<file path="src/rtl/watch_set_controller.sv">
// watch_set_controller
// Turns debounced button inputs into single-cycle hour/min/sec increment pulses
// for the watch datapath, with auto-repeat while "up" is held, and drives the
// field-select / blink information for the FND controller.
//
// Ports:
//   clk         system clock
//   reset       synchronous, active-high reset
//   i_enable    watch mode selected; low forces IDLE
//   i_btn_set   one-cycle pulse: enter or leave set mode
//   i_btn_sel   one-cycle pulse: advance the field being set
//   i_btn_up    debounced level: increment the selected field while held
//   o_hour      one-cycle hour-increment pulse
//   o_min       one-cycle minute-increment pulse
//   o_sec       one-cycle second-increment pulse
//   o_edit      high in any SET state
//   o_field     0 = none, 1 = hour, 2 = min, 3 = sec
//   o_blank     1 = blank the selected field digits this cycle
module watch_set_controller #(
    parameter int unsigned BLINK_HALF    = 50_000_000,
    parameter int unsigned REPEAT_DELAY  = 50_000_000,
    parameter int unsigned REPEAT_PERIOD = 10_000_000,
    parameter int unsigned TIMEOUT       = 1_000_000_000
) (
    input  logic       clk,
    input  logic       reset,
    input  logic       i_enable,
    input  logic       i_btn_set,
    input  logic       i_btn_sel,
    input  logic       i_btn_up,
    output logic       o_hour,
    output logic       o_min,
    output logic       o_sec,
    output logic       o_edit,
    output logic [1:0] o_field,
    output logic       o_blank
);

    // Encoding doubles as the o_field value.
    typedef enum logic [1:0] {
        StIdle = 2'd0,
        StHour = 2'd1,
        StMin  = 2'd2,
        StSec  = 2'd3
    } state_e;

    localparam int unsigned RptMax = (REPEAT_DELAY > REPEAT_PERIOD) ? REPEAT_DELAY : REPEAT_PERIOD;
    localparam int unsigned BlinkW = $clog2(BLINK_HALF) + 1;
    localparam int unsigned RptW   = $clog2(RptMax) + 1;
    localparam int unsigned ToW    = $clog2(TIMEOUT) + 1;

    localparam logic [BlinkW-1:0] BlinkLast     = BlinkW'(BLINK_HALF - 1);
    localparam logic [RptW-1:0]   RptDelayLast  = RptW'(REPEAT_DELAY - 1);
    localparam logic [RptW-1:0]   RptPeriodLast = RptW'(REPEAT_PERIOD - 1);
    localparam logic [ToW-1:0]    ToLast        = ToW'(TIMEOUT - 1);

    state_e            state_q, state_d;
    logic              up_prev_q, up_prev_d;
    logic              armed_q, armed_d;
    logic              rpt_phase_q, rpt_phase_d;  // 0: waiting first delay, 1: periodic
    logic [RptW-1:0]   rpt_cnt_q, rpt_cnt_d;
    logic [ToW-1:0]    to_cnt_q, to_cnt_d;
    logic [BlinkW-1:0] blink_cnt_q, blink_cnt_d;
    logic              blank_q, blank_d;
    logic              edit_q, edit_d;
    logic              hour_q, hour_d;
    logic              min_q, min_d;
    logic              sec_q, sec_d;

    logic in_set;
    logic rise;
    logic timeout;
    logic trans;
    logic pulse;

    always_comb begin
        state_d     = state_q;
        up_prev_d   = i_btn_up;
        armed_d     = armed_q;
        rpt_phase_d = rpt_phase_q;
        rpt_cnt_d   = rpt_cnt_q;
        to_cnt_d    = to_cnt_q;
        blink_cnt_d = blink_cnt_q;
        blank_d     = blank_q;
        pulse       = 1'b0;

        in_set  = (state_q != StIdle);
        rise    = i_btn_up & ~up_prev_q;
        timeout = in_set && (to_cnt_q == ToLast);

        // State transitions, highest priority first.
        if (!i_enable) begin
            state_d = StIdle;
        end else if (i_btn_set) begin
            state_d = in_set ? StIdle : StHour;
        end else if (timeout) begin
            state_d = StIdle;
        end else if (i_btn_sel && in_set) begin
            unique case (state_q)
                StHour:  state_d = StMin;
                StMin:   state_d = StSec;
                default: state_d = StHour;
            endcase
        end

        trans = !i_enable || (state_d != state_q);

        // Up handling: a transition cycle never produces a pulse and always disarms.
        if (trans || !i_btn_up) begin
            armed_d     = 1'b0;
            rpt_phase_d = 1'b0;
            rpt_cnt_d   = '0;
        end else if (rise && in_set) begin
            armed_d     = 1'b1;
            rpt_phase_d = 1'b0;
            rpt_cnt_d   = '0;
            pulse       = 1'b1;
        end else if (armed_q) begin
            if (rpt_cnt_q == (rpt_phase_q ? RptPeriodLast : RptDelayLast)) begin
                pulse       = 1'b1;
                rpt_phase_d = 1'b1;
                rpt_cnt_d   = '0;
            end else begin
                rpt_cnt_d = rpt_cnt_q + 1'b1;
            end
        end

        // Inactivity timer: any user activity restarts it.
        if (state_d == StIdle || !in_set || i_btn_set || i_btn_sel || i_btn_up) begin
            to_cnt_d = '0;
        end else begin
            to_cnt_d = to_cnt_q + 1'b1;
        end

        // Blink restarts visible after entry, field change or increment.
        if (state_d == StIdle || state_d != state_q || pulse) begin
            blink_cnt_d = '0;
            blank_d     = 1'b0;
        end else if (blink_cnt_q == BlinkLast) begin
            blink_cnt_d = '0;
            blank_d     = ~blank_q;
        end else begin
            blink_cnt_d = blink_cnt_q + 1'b1;
        end

        edit_d = (state_d != StIdle);
        hour_d = pulse && (state_q == StHour);
        min_d  = pulse && (state_q == StMin);
        sec_d  = pulse && (state_q == StSec);
    end

    always_ff @(posedge clk) begin
        if (reset) begin
            state_q     <= StIdle;
            up_prev_q   <= 1'b1;
            armed_q     <= 1'b0;
            rpt_phase_q <= 1'b0;
            rpt_cnt_q   <= '0;
            to_cnt_q    <= '0;
            blink_cnt_q <= '0;
            blank_q     <= 1'b0;
            edit_q      <= 1'b0;
            hour_q      <= 1'b0;
            min_q       <= 1'b0;
            sec_q       <= 1'b0;
        end else begin
            state_q     <= state_d;
            up_prev_q   <= up_prev_d;
            armed_q     <= armed_d;
            rpt_phase_q <= rpt_phase_d;
            rpt_cnt_q   <= rpt_cnt_d;
            to_cnt_q    <= to_cnt_d;
            blink_cnt_q <= blink_cnt_d;
            blank_q     <= blank_d;
            edit_q      <= edit_d;
            hour_q      <= hour_d;
            min_q       <= min_d;
            sec_q       <= sec_d;
        end
    end

    assign o_field = state_q;
    assign o_edit  = edit_q;
    assign o_blank = blank_q;
    assign o_hour  = hour_q;
    assign o_min   = min_q;
    assign o_sec   = sec_q;

endmodule
</file>
<file path="config.mk">
export PLATFORM = sky130hd
export DESIGN_NAME = watch_set_controller
export DESIGN_NICKNAME = d
export VERILOG_FILES = /design/src/rtl/watch_set_controller.sv
export SDC_FILE = /design/constraint.sdc
export NUM_CORES = 1
export LEC_CHECK = 0
export CAP_MARGIN = 20
export CORE_AREA = 4 4 91 93
export DETAILED_ROUTE_END_ITERATION = 10
export DIE_AREA = 0 0 95 97
export DONT_BUFFER_PORTS = 1
export PLACE_DENSITY_LB_ADDON = 0.25
export SKIP_LAST_GASP = 1
export SYNTH_ARGS = -nofsm -noshare
export SYNTH_HDL_FRONTEND = slang
export SYNTH_SLANG_ARGS = --single-unit
</file>
<file path="constraint.sdc">
create_clock -name clk -period 6.8 [get_ports clk]
set_clock_uncertainty 0.1 [all_clocks]
set_input_delay 1.02 -clock clk [delete_from_list [all_inputs] [get_ports clk]]
set_output_delay 1.02 -clock clk [all_outputs]
set_load 0.02 [all_outputs]
</file>
* Word-level counts from Yosys, hierarchy flattened
Index checks and enable logic that the tools add are counted.
** Storage, ports and cells
- Flip-flop bits (word level) :: 95
- Bits of input ports :: 6
- Output and inout bits :: 7
- Logic and storage cells :: 63
** Operators by class
- $add $sub $neg :: 3
- Equality and inequality tests :: 7
- Multiplexer cells :: 12
- Bitwise logic cells :: 3
- Reductions and logical operators :: 26
** Operator list (count)
- adder 27 x 1 -> 27 bit, second input constant :: 2
- adder 31 x 1 -> 31 bit, second input constant :: 1
- equality test 31 x 30 -> 1 bit, second input constant :: 1
- equality test 27 x 26 -> 1 bit :: 1
- equality test 27 x 26 -> 1 bit, second input constant :: 1
- two-way mux 27 bit :: 1
- two-way mux 26 bit :: 1
- logical OR 1 bit :: 8
- two-way mux 2 bit :: 4
- logical AND 1 bit :: 6
- OR reduction 2 bit :: 3
- OR reduction 3 bit :: 2
- two-way mux 1 bit :: 5
- equality test 2 bit, second input constant :: 2
- one-hot mux 2 bit (2 select lines) :: 1
- nonzero test 2 bit :: 2
- zero test 1 bit :: 3
- equality test 2 x 1 -> 1 bit, second input constant :: 1
- zero test 2 bit :: 1
- != test 2 bit :: 1
- inverter 1 bit :: 2
- AND reduction 2 bit :: 1
- bitwise AND 1 bit :: 1

* Logic depth before layout (Yosys ltp)
- Depth in word-level cells :: 12
- Mapped depth :: 11
- Mapped depth without buffers :: 8

* Worst setup path after synthesis
Ideal clock, no wire load.
- Path kind :: register to register
- From :: register state_q[0] (netlist: o_field[0])
- To :: register rpt_cnt_q[18]
- Setup time :: 92 ps
- Arrival :: 3189 ps
- Required time :: 6608 ps
- Path slack :: 3419 ps
- Cell stages (with the launch flop) :: 12
- Buffers on the path :: 3
- Clock period less this slack :: 3381 ps
- Path through :: dfxtp_1 inv_1 ha_1 buf_6 or4b_1 or3_1 or4_1 buf_6 mux2_2 nand3_2 buf_6 nor4_1
** Between the ends
- Longest elaborated chain between the ends :: 10
- Elaborated cells on any way between the ends :: 16
- Classes of those cells :: eq/ne: 3; mux: 6; reduce/logical: 7
** RTL lines
- from (decl) :: RTL line 57 : state_e state_q, state_d;
- from (signal assigned) :: RTL line 154 : state_q <= StIdle;
- from (signal assigned) :: RTL line 167 : state_q <= state_d;
- equality test 2 bit, or another cell as far along :: RTL line 99 : unique case (state_q)
- one-hot mux 2 bit (2 select lines) or logical AND 1 bit (tied branches) :: RTL line 99, 98
- two-way mux 2 bit :: RTL line 98 : end else if (i_btn_sel && in_set) begin
- two-way mux 2 bit :: RTL line 96 : end else if (timeout) begin
- two-way mux 2 bit :: RTL line 94 : end else if (i_btn_set) begin
- two-way mux 2 bit :: RTL line 92 : if (!i_enable) begin
- != test 2 bit :: RTL line 106 : trans = !i_enable || (state_d != state_q);
- logical OR 1 bit :: RTL line 106
- logical OR 1 bit :: RTL line 109 : if (trans || !i_btn_up) begin
- OR reduction 3 bit (no line) *
- to (signal assigned) :: RTL line 171 : rpt_cnt_q <= rpt_cnt_d;
- to (decl) :: RTL line 61 : logic [RptW-1:0] rpt_cnt_q, rpt_cnt_d;
Mark *: on every way between the ends. The rest lies on a longest branch, timed or not.
A chain may end at the register's enable or synchronous reset.

* Worst setup path after layout
- From :: register state_q[0] (netlist: o_field[0])
- To :: register rpt_cnt_q[13]
Same word-level chain as after synthesis.

==> impl_metrics.env <==
export IMPL_path_clk_slew_ns=0.10
export IMPL_slew_violations=0
export IMPL_synth_seq_area_share_pct=41.0
export IMPL_maxSlewHeadroom_pct=31.4
export IMPL_hold_buffers=0
export IMPL_synth_warnings=0
export IMPL_synth_edf_count=0
export IMPL_io_pins=13
export IMPL_r2r_end="rpt_cnt_q[13]"
export IMPL_holdPathEnd="to_cnt_q[0]"
export IMPL_cellLeakagePower_nw=1.46
export IMPL_tns_ns=0
export IMPL_vias=3623
export IMPL_crit_family="simple AND/OR/NAND/NOR gates"
export IMPL_path_cells="inv_1 -> ha_1 -> or4b_1 -> or3_1 -> or4_1 -> mux2_2 -> nand3_2 -> nor4_1"
export IMPL_synthXorXnorAreaFrac_pct=15.1
export IMPL_slowest_delay_ns=0.70
export IMPL_synthCells=515
export IMPL_final_setup_viol_count=0
export IMPL_cts_buffers=9
export IMPL_drive_gt1_share_pct=7.56
export IMPL_via_per_inst=5.86
export IMPL_arrival_ns=4.28
export IMPL_dp_hpwl_um=6220
export IMPL_ant_nets=0
export IMPL_synthMostInstantiatedCell="dfxtp_1"
export IMPL_clock_power_share_pct=39.1
export IMPL_die_w_um=95
export IMPL_synthAdderAreaFrac_pct=1.89
export IMPL_synth_top_area_share_pct=41.0
export IMPL_yosys_area_top_type="dfxtp_1"
export IMPL_worst_r2r_path_depth=8
export IMPL_die_area_mm2=0.00922
export IMPL_synthToLayoutAreaGrowth_pct=5.56
export IMPL_internal_power_uw=748
export IMPL_fin_crit_sh_pct=60.7
export IMPL_crit_slowest_cell="or4_1"
export IMPL_hp_start="to_cnt_q[0]"
export IMPL_netlist_top_cells_count="dfxtp_1, nor2_1, xor2_1"
export IMPL_fmax_mhz=242
export IMPL_cp_num_buf_inv=1
export IMPL_path_max_fanout=32
export IMPL_fin_cells=618
export IMPL_final_hold_viol_count=0
export IMPL_ys_flop_type="dfxtp_1"
export IMPL_cts_tree="built"
export IMPL_worst_pin_slew_ns=1.02
export IMPL_grt_pass1_wl_um=15800
export IMPL_firstDrtPassIters=4
export IMPL_syn_nets=528
export IMPL_cts_setup_buffers=0
export IMPL_dpl_cell_area_mm2=0.00467
export IMPL_rsz0062_at_grt="false"
export IMPL_grt_pass1_vias=3442
export IMPL_gp_congestion=0.940
export IMPL_avgSynthCellArea_um2=9.00
export IMPL_design_area_mm2=0.00489
export IMPL_worstPathRequired_ns=6.96
export IMPL_period_minus_slack_ns=4.12
export IMPL_synth_top_family_by_area="simple AND/OR/NAND/NOR gates"
export IMPL_seqPwrFrac_pct=57.3
export IMPL_detail_route_iter0_violations=182
export IMPL_postLayoutSetupSlackWorst_ns=2.68
export IMPL_async_flop_share_pct=0
export IMPL_drv_cap=0
export IMPL_min_path_type="register to register"
export IMPL_ys_seq_elements=95
export IMPL_end_kind="register"
export IMPL_synth_area_mux_share_pct=0.945
export IMPL_reg2reg_from="o_field[0]"
export IMPL_grt_overflow=0
export IMPL_p_sw_share_pct=23.4
export IMPL_placed_cells=601
export IMPL_worst_setup_path_type="register to register"
export IMPL_fin_nets=524
export IMPL_cts_buffer_depth=2
export IMPL_clock_sinks=95
export IMPL_wl_per_cell_um=14.6
export IMPL_synthSimpleGateAreaFrac_pct=34.7
export IMPL_port_buffers=0
export IMPL_die_h_um=97
export IMPL_start_util_pct=61.6
export IMPL_cp_start_kind="register"
export IMPL_grtUsageTotal_pct=21.0
export IMPL_cts_resized=0
export IMPL_ir_worst_vdd_v=0.000107
export IMPL_num_antenna_cells=0
export IMPL_p_sw_uw=229
export IMPL_core_mm2=0.00753
export IMPL_synth_cell_types=52
export IMPL_r2r_setup_slack_ns=2.68
export IMPL_holdPathStages=1
export IMPL_insertion_delay_ns=0.36
export IMPL_synth_area_leaders="dfxtp_1, xor2_1, xnor2_1, nor2_1, nor4_1"
export IMPL_row_count=32
export IMPL_synth_compound_area_share_pct=2.21
export IMPL_comb_power_share_pct=3.6
export IMPL_grt_max_degree=33
export IMPL_htreeDepth=3
export IMPL_p_per_area_mw_per_mm2=200
export IMPL_finalPower_uw=977
export IMPL_post_place_ws_ns=2.63
export IMPL_synth_area_mm2=0.00463
export IMPL_antenna_found_initial=0
export IMPL_drc=0
export IMPL_wirelength_um=9030
export IMPL_cts_root_buf="clkbuf_8"
export IMPL_outcome="finished, final reports clean"
## stage by stage
step,hold WS (ns),utilization (%)
after floorplan,0.318,-
after global placement,0.335,62.0
after detailed placement,0.340,62.1
after CTS,0.362,64.8
after global routing,0.394,65.0
final,0.358,65.0
## flip-flops by register name (all words and copies together) (netlist names)
| register | flops |
|---|---|
| o_min | 1 |
| to_cnt_q | 31 |
| o_field | 2 |
| o_sec | 1 |
| o_hour | 1 |
| blink_cnt_q | 27 |
| o_edit | 1 |
| rpt_phase_q | 1 |
| o_blank | 1 |
| armed_q | 1 |
| up_prev_q | 1 |
| rpt_cnt_q | 27 |
## cell usage in the layout (no fill, tap or decap), types with 2 or more instances in the layout
cell type,n
nor2b_1,3
nor3b_1,5
nand3_1,35
nor4_1,32
a211oi_1,2
clkbuf_8,10
nand2b_1,4
and4_1,6
o21ai_0,3
clkinvlp_4,2
nor4b_1,7
and3_1,11
ha_1,7
or3_1,2
or4_1,4
or2_2,2
nor4bb_1,2
nand2_1,33
xnor2_1,34
nor3_1,30
xor2_1,46
a21oi_1,3
nand4_1,23
inv_1,16
dfxtp_1,95
nor4_2,8
nor2_1,56
and2_1,4
buf_4,3
## power groups by stage
stage               clock (mW)  combinational, mW  sequential, mW
floorplan                    0             0.0336           0.573
global placement             0             0.0328           0.573
detailed placement           0             0.0337           0.573
CTS                      0.387             0.0339           0.560
global route             0.414             0.0382           0.560
finish                   0.382             0.0351           0.560
## per-layer routing
metal	global-route usage [%]	vias up	wire, µm
li1	-	1822	-
met1	28.3	1734	4280
met2	33.1	60	4220
met3	5.52	7	427
met4	5.66	0	100
met5	0	-	0
## cell type report
type	count	area (µm²)
inverter	16	60.1
multi-input combinational	384	2550
timing repair buffer	5	42.5
clock buffer	10	138
sequential	95	1900
clock inverter	6	67.6
tap	102	128
fill	688	2640
## how the worst max path moves through the flow
stage / startpoint / to / slack, ns / cells past startpoint
floorplan: o_field[0] / rpt_cnt_q[18] / 3.42 / 11
CTS: o_field[0] / rpt_cnt_q[13] / 2.62 / 8
finish: o_field[0] / rpt_cnt_q[13] / 2.68 / 8
global placement: o_field[0] / rpt_cnt_q[5] / 2.80 / 8
global route: o_field[0] / rpt_cnt_q[13] / 2.36 / 8
detailed placement: o_field[0] / rpt_cnt_q[15] / 2.63 / 8
## logic make-up after synthesis
group           count (synthesis)
simple gates                  279
fa+ha+maj                       7
flops                          95
compound gates                 15
buf+inv                        36
mux                             3
xor+xnor                       80
(Power assumes the default switching activity.)
